<file path="src/rtl/imem_loader_pkg.sv">
// Shared types and sizing for the instruction-memory boot loader.
// The checksum option is enabled with `define IMEM_LOADER_CHECKSUM_EN.
package imem_loader_pkg;

  localparam int unsigned DEPTH      = 64;
  localparam int unsigned ADDR_W     = 6;
  localparam int unsigned WORD_BYTES = 4;
  localparam int unsigned BYTE_W     = 8;
  localparam int unsigned WORD_W     = 32;
  localparam int unsigned CNT_W      = 2;
  localparam int unsigned LEN_W      = ADDR_W + 1;

  typedef enum logic [2:0] {
    ST_IDLE  = 3'd0,
    ST_RECV  = 3'd1,
    ST_WRITE = 3'd2,
    ST_CHECK = 3'd3,
    ST_DONE  = 3'd4,
    ST_ERR   = 3'd5
  } state_t;

endpackage

</file>
<file path="src/rtl/imem_boot_loader_byte_packer.sv">
// Packs an accepted byte stream into little-endian 32-bit words.
// o_word_c includes the byte being accepted this cycle.
module imem_boot_loader_byte_packer
  import imem_loader_pkg::*;
(
  input  logic              clk,
  input  logic              reset,
  input  logic              i_clear,
  input  logic              i_accept,
  input  logic [BYTE_W-1:0] i_byte,
  output logic [WORD_W-1:0] o_word_c,
  output logic              o_word_full_c
);

  logic [CNT_W-1:0]  r_cnt;
  logic [WORD_W-1:0] r_word;

  always_comb begin
    o_word_c = r_word;
    o_word_c[BYTE_W*r_cnt +: BYTE_W] = i_byte;
  end

  assign o_word_full_c = i_accept && (r_cnt == CNT_W'(WORD_BYTES - 1));

  // Counter wraps to zero on the 4th byte, ready for the next word.
  always_ff @(posedge clk) begin
    if (reset || i_clear) begin
      r_cnt  <= '0;
      r_word <= '0;
    end else if (i_accept) begin
      r_cnt  <= r_cnt + CNT_W'(1);
      r_word <= o_word_c;
    end
  end

endmodule

</file>
<file path="src/rtl/imem_boot_loader.sv">
// Loads a byte-streamed program image into imem and holds the core in reset until done.
// Define IMEM_LOADER_CHECKSUM_EN to require a trailing checksum word after the image.
module imem_boot_loader
  import imem_loader_pkg::*;
(
  input  logic              clk,
  input  logic              reset,
  input  logic              start,
  input  logic [LEN_W-1:0]  len_words,
  input  logic [BYTE_W-1:0] byte_in,
  input  logic              byte_valid,
  output logic              byte_ready,
  output logic              we,
  output logic [WORD_W-1:0] wa,
  output logic [WORD_W-1:0] wd,
  output logic              busy,
  output logic              done,
  output logic              cpu_reset,
  output logic              error
);

  state_t            r_state, w_state_nxt;
  logic [LEN_W-1:0]  r_len, w_len_nxt, w_len_clamp;
  logic [ADDR_W-1:0] r_word_idx, w_idx_nxt;
  logic              r_byte_ready, r_we, r_busy, r_done, r_cpu_reset;
  logic [WORD_W-1:0] r_wa, r_wd, w_wa_nxt, w_wd_nxt, w_word;
  logic              w_accept, w_last, w_clear, w_word_full, w_can_start;

  assign w_accept    = byte_valid && r_byte_ready;
  assign w_len_clamp = (len_words > LEN_W'(DEPTH)) ? LEN_W'(DEPTH) : len_words;
  assign w_last      = ({1'b0, r_word_idx} == (r_len - LEN_W'(1)));
  assign w_can_start = (r_state == ST_IDLE) || (r_state == ST_DONE) || (r_state == ST_ERR);

  imem_boot_loader_byte_packer u_packer (
    .clk           (clk),
    .reset         (reset),
    .i_clear       (w_clear),
    .i_accept      (w_accept),
    .i_byte        (byte_in),
    .o_word_c      (w_word),
    .o_word_full_c (w_word_full)
  );

`ifdef IMEM_LOADER_CHECKSUM_EN
  logic              r_trailer, w_trailer_nxt, r_error;
  logic [WORD_W-1:0] r_sum, w_sum_nxt, r_chk_word, w_chk_nxt;
`endif

  // Next-state and next-register logic.
  always_comb begin
    w_state_nxt = r_state;
    w_len_nxt   = r_len;
    w_idx_nxt   = r_word_idx;
    w_clear     = 1'b0;
`ifdef IMEM_LOADER_CHECKSUM_EN
    w_trailer_nxt = r_trailer;
    w_sum_nxt     = r_sum;
    w_chk_nxt     = r_chk_word;
`endif
    case (r_state)
      ST_RECV: begin
        if (w_word_full) begin
`ifdef IMEM_LOADER_CHECKSUM_EN
          if (r_trailer) begin
            w_chk_nxt   = w_word;
            w_state_nxt = ST_CHECK;
          end else begin
            w_state_nxt = ST_WRITE;
          end
`else
          w_state_nxt = ST_WRITE;
`endif
        end
      end
      ST_WRITE: begin
`ifdef IMEM_LOADER_CHECKSUM_EN
        w_sum_nxt = r_sum + r_wd;
`endif
        if (w_last) begin
`ifdef IMEM_LOADER_CHECKSUM_EN
          w_trailer_nxt = 1'b1;
          w_state_nxt   = ST_RECV;
`else
          w_state_nxt = ST_DONE;
`endif
        end else begin
          w_idx_nxt   = r_word_idx + ADDR_W'(1);
          w_state_nxt = ST_RECV;
        end
      end
`ifdef IMEM_LOADER_CHECKSUM_EN
      ST_CHECK: w_state_nxt = (r_chk_word == r_sum) ? ST_DONE : ST_ERR;
`endif
      default: ;
    endcase
    // Start is honoured only when no load is in flight.
    if (start && w_can_start) begin
      w_clear     = 1'b1;
      w_len_nxt   = w_len_clamp;
      w_idx_nxt   = '0;
      w_state_nxt = (w_len_clamp == '0) ? ST_DONE : ST_RECV;
`ifdef IMEM_LOADER_CHECKSUM_EN
      w_trailer_nxt = 1'b0;
      w_sum_nxt     = '0;
`endif
    end
    w_wa_nxt = r_wa;
    w_wd_nxt = r_wd;
    if (w_state_nxt == ST_WRITE) begin
      w_wa_nxt = WORD_W'({w_idx_nxt, 2'b00});
      w_wd_nxt = w_word;
    end
  end

  // State register; outputs are registered from the next state.
  always_ff @(posedge clk) begin
    if (reset) begin
      r_state      <= ST_IDLE;
      r_len        <= '0;
      r_word_idx   <= '0;
      r_byte_ready <= 1'b0;
      r_we         <= 1'b0;
      r_wa         <= '0;
      r_wd         <= '0;
      r_busy       <= 1'b0;
      r_done       <= 1'b0;
      r_cpu_reset  <= 1'b1;
`ifdef IMEM_LOADER_CHECKSUM_EN
      r_trailer    <= 1'b0;
      r_sum        <= '0;
      r_chk_word   <= '0;
      r_error      <= 1'b0;
`endif
    end else begin
      r_state      <= w_state_nxt;
      r_len        <= w_len_nxt;
      r_word_idx   <= w_idx_nxt;
      r_byte_ready <= (w_state_nxt == ST_RECV);
      r_we         <= (w_state_nxt == ST_WRITE);
      r_wa         <= w_wa_nxt;
      r_wd         <= w_wd_nxt;
      r_busy       <= (w_state_nxt == ST_RECV) || (w_state_nxt == ST_WRITE) ||
                      (w_state_nxt == ST_CHECK);
      r_done       <= (w_state_nxt == ST_DONE);
      r_cpu_reset  <= (w_state_nxt != ST_DONE);
`ifdef IMEM_LOADER_CHECKSUM_EN
      r_trailer    <= w_trailer_nxt;
      r_sum        <= w_sum_nxt;
      r_chk_word   <= w_chk_nxt;
      r_error      <= (w_state_nxt == ST_ERR);
`endif
    end
  end

  assign byte_ready = r_byte_ready;
  assign we         = r_we;
  assign wa         = r_wa;
  assign wd         = r_wd;
  assign busy       = r_busy;
  assign done       = r_done;
  assign cpu_reset  = r_cpu_reset;
`ifdef IMEM_LOADER_CHECKSUM_EN
  assign error      = r_error;
`else
  assign error      = 1'b0;
`endif

endmodule

</file>
<file path="config.mk">
export PLATFORM = sky130hd
export DESIGN_NAME = imem_boot_loader
export DESIGN_NICKNAME = d
export VERILOG_FILES = /design/src/rtl/imem_loader_pkg.sv /design/src/rtl/imem_boot_loader_byte_packer.sv /design/src/rtl/imem_boot_loader.sv
export SDC_FILE = /design/constraint.sdc
export NUM_CORES = 1
export LEC_CHECK = 0
export CORE_MARGIN = 2
export CORE_UTILIZATION = 46
export DETAILED_ROUTE_END_ITERATION = 7
export PLACE_DENSITY = 0.76
export SETUP_SLACK_MARGIN = 0.1
export SYNTH_ARGS = -nofsm -noshare
export SYNTH_HDL_FRONTEND = slang
export SYNTH_SLANG_ARGS = --single-unit
</file>
<file path="constraint.sdc">
create_clock -name clk -period 2.3 [get_ports clk]
set_input_delay 0.46 -clock clk [delete_from_list [all_inputs] [get_ports clk]]
set_output_delay 0.46 -clock clk [all_outputs]
set_load 0.01 [all_outputs]
</file>
==> flow_metrics.tcl <==
set metrics [dict create \
    dp_hpwl_mm 7.07 \
    ant_nets 0 \
    die-area_mm2 0.00999 \
    n_fill_cell 799 \
    power_frac_seq_pct 55.7 \
    power.density_mw_per_mm2 576 \
    clk_pin_slew_ns 0.09 \
    initial_core_util_pct 46.7 \
    ctsHoldBuffers 0 \
    gp_congestion 0.848 \
    period_share_pct 92.4 \
    wl_mm 10.0 \
    p_int_uw 2200 \
    synth_cells 482 \
    cp-start-kind "flip-flop" \
    via_per_inst 5.44 \
    clk_path_buf_depth 2 \
    combPwrFrac_pct 10.1 \
    cp.required_ns 2.53 \
    fin_util_pct 56.9 \
    drv_cap 0 \
    ir_drop_mv 0.337 \
    clock.fmax_mhz 471 \
    syn_avg_cell_area_um2 8.78 \
    grt_pass1_vias 3455 \
    cts.sinks 93 \
    async_flop_share_pct 0 \
    core_mm2 0.00906 \
    grt_pass1_wl_mm 16.3 \
    antenna_found_initial 0 \
    hold_class "flip-flop to flip-flop" \
    final_cells 663 \
    slew_violations 0 \
    seq_area_frac_synth_pct 44.0 \
    clock_latency_ns 0.35 \
    finalCriticalPeriod_ns 2.12 \
    cts_resized 0 \
    yosys.area.top_type_share_pct 44.0 \
    final_common_cell "dfxtp_1" \
    synth_ff_type "dfxtp_1" \
    rsz0062_at_grt "false" \
    cp_slowest_cell "dfxtp_1" \
    ys_top_cells_by_area "dfxtp_1, a211oi_1, nor2_1, nor2b_1, buf_4" \
    cts_buffers 9 \
    synth.distinct_cells 51 \
    crit_chain "inv_1 > ha_2 > xor2_1 > nand2_1 > a2111oi_4 > buf_4 > o22ai_1 > xnor2_1 > a211oi_1" \
    p_sw_uw 771 \
    synth_edf_count 0 \
    final_cell_mix "dfxtp_1, nor2_1, clkdlybuf4s50_1" \
    clock_tree.root_cell "clkbuf_8" \
    grt_overflow 0 \
    final_nets 573 \
    dp.cells 647 \
    io_pins 89 \
    remaining_drc_errors 0 \
    crit_path_end_kind "flip-flop" \
    layout-drive-gt1-share_pct 9.24 \
    switching_share_pct 25.9 \
    cp_top_family "compound AO/OA/AOI/OAI gates" \
    critical_path_class "flip-flop to flip-flop" \
    postCtsSetupBuffers 0 \
    fin_skew_ns 0.0112 \
    setup_viol 0 \
    antenna_cells 0 \
    num_rows 35 \
    dr.first_iter.drc_count 195 \
    final_hold_viol_count 0 \
    worstMarginPinSlew_ns 0.508 \
    fp.dieH_um 99.9 \
    path_buf_inv 2 \
    area_growth_pct 21.9 \
    cellLeakagePower_uw 0.00181 \
    cp_max_fo 4 \
    slowest_delay_ns 0.35 \
    syn-cell-area_mm2 0.00423 \
    cts_tree "built" \
    wl_per_cell_um 15.1 \
    slew_headroom_pct 66.1 \
    fin_tns_setup_ns 0 \
    track_usage_pct 20.1 \
    worst_slack_ns 0.176 \
    cts-htree-levels 3 \
    ys_warn_count 0 \
    grt_max_degree 65 \
    yosys.area.top_type "dfxtp_1" \
    ys_seq_elements 93 \
    holdWs_ns 0.495 \
    die_w_um 99.9 \
    clkPwrFrac_pct 34.1 \
    vias 3609 \
    crit_arrival_ns 2.35 \
    place_ws_ns 0.107 \
    portBuffers 61 \
    status "finished clean" \
    dr.pass1.iters 4 \
]
layer usage:
layer	wire (um)	vias to the layer above	track usage, %	part of all wire, %
li1	-	1791	-	-
met4	148	0	7.27	1.5
met3	508	13	3.55	5.1
met1	4460	1698	25.6	45
met5	0	-	0	0
met2	4880	107	34.3	49
kinds of logic after synthesis:
group                    count (synthesis)  share of synthesized area (%)
XOR/XNOR                                11                           2.28
AND/OR/NAND/NOR                        174                           20.9
multiplexers                             4                          0.946
AO/OA/AOI/OAI                          131                           21.8
other                                    1                         0.0886
adder cells (fa/ha/maj)                  7                           2.07
buffers and inverters                   61                           7.98
flip-flops                              93                           44.0
worst paths after layout:
| path | from | end | slack (ns) | cells after the start |
|---|---|---|---|---|
| worst max-delay path | r_len[1] | wa[6] | 0.18 | 9 |
| worst min-delay path | wa[4] | wa[4] | 0.49 | 1 |
| worst max register to register | r_len[1] | wa[6] | 0.18 | 9 |
| worst min register to register | wa[4] | wa[4] | 0.49 | 1 |
power by group through the flow:
| stage | Sequential, uW | Combinational (uW) | Clock [uW] |
|---|---|---|---|
| 3_5_place_dp | 1690 | 294 | 0 |
| 2_1_floorplan | 1690 | 220 | 0 |
| 6_report | 1660 | 301 | 1010 |
| 4_1_cts | 1660 | 296 | 1030 |
| 5_1_grt | 1660 | 330 | 1110 |
| 3_3_place_gp | 1690 | 287 | 0 |
synthesized netlist by cell type, drive strengths merged, types with 2 or more instances:
master and count:
inv 5, mux2i 4, xor2 2, or2 2, ha 7, o2111ai 2, buf 35, and3 3
nand3 5, nand4 2, nor3b 4, nor2b 35, nor4 3, nor3 6, o22ai 5, nor2 86
a21oi 36, nand2 11, a211oi 61, o21ai 6, xnor2 9, nand3b 5, dfxtp 93, clkbuf 21
a22o 3, o21bai 2, o211ai 2, and2 2, or3 2, nand2b 2, a22oi 8
registers in the layout, summed over array words and instances, names as in the netlist:
name and flops:
u_packer.r_cnt 2, r_word_idx 6, cpu_reset 1, u_packer.r_word 32, busy 1, r_state 3, wd 32, done 1
we 1, wa 6, byte_ready 1, r_len 7
metrics by stage:
| step | cell area, um2 | power [uW] |
|---|---|---|
| after floorplan | 4340 | 1910 |
| after CTS | 5150 | 2980 |
| after global placement | 4970 | 1980 |
| after detailed placement | 4970 | 1990 |
| final | 5160 | 2970 |
| after global routing | 5160 | 3100 |
layout make-up:
cell class | instances | area, um2 | area share, %
timing repair buffer | 84 | 808 | 15.7
multi-input combinational | 354 | 2150 | 41.6
sequential | 93 | 1860 | 36.1
clock buffer | 11 | 151 | 2.93
tap | 111 | 139 | 2.69
inverter | 5 | 18.8 | 0.364
clock inverter | 5 | 35.0 | 0.679
(Power assumes the default switching activity.)
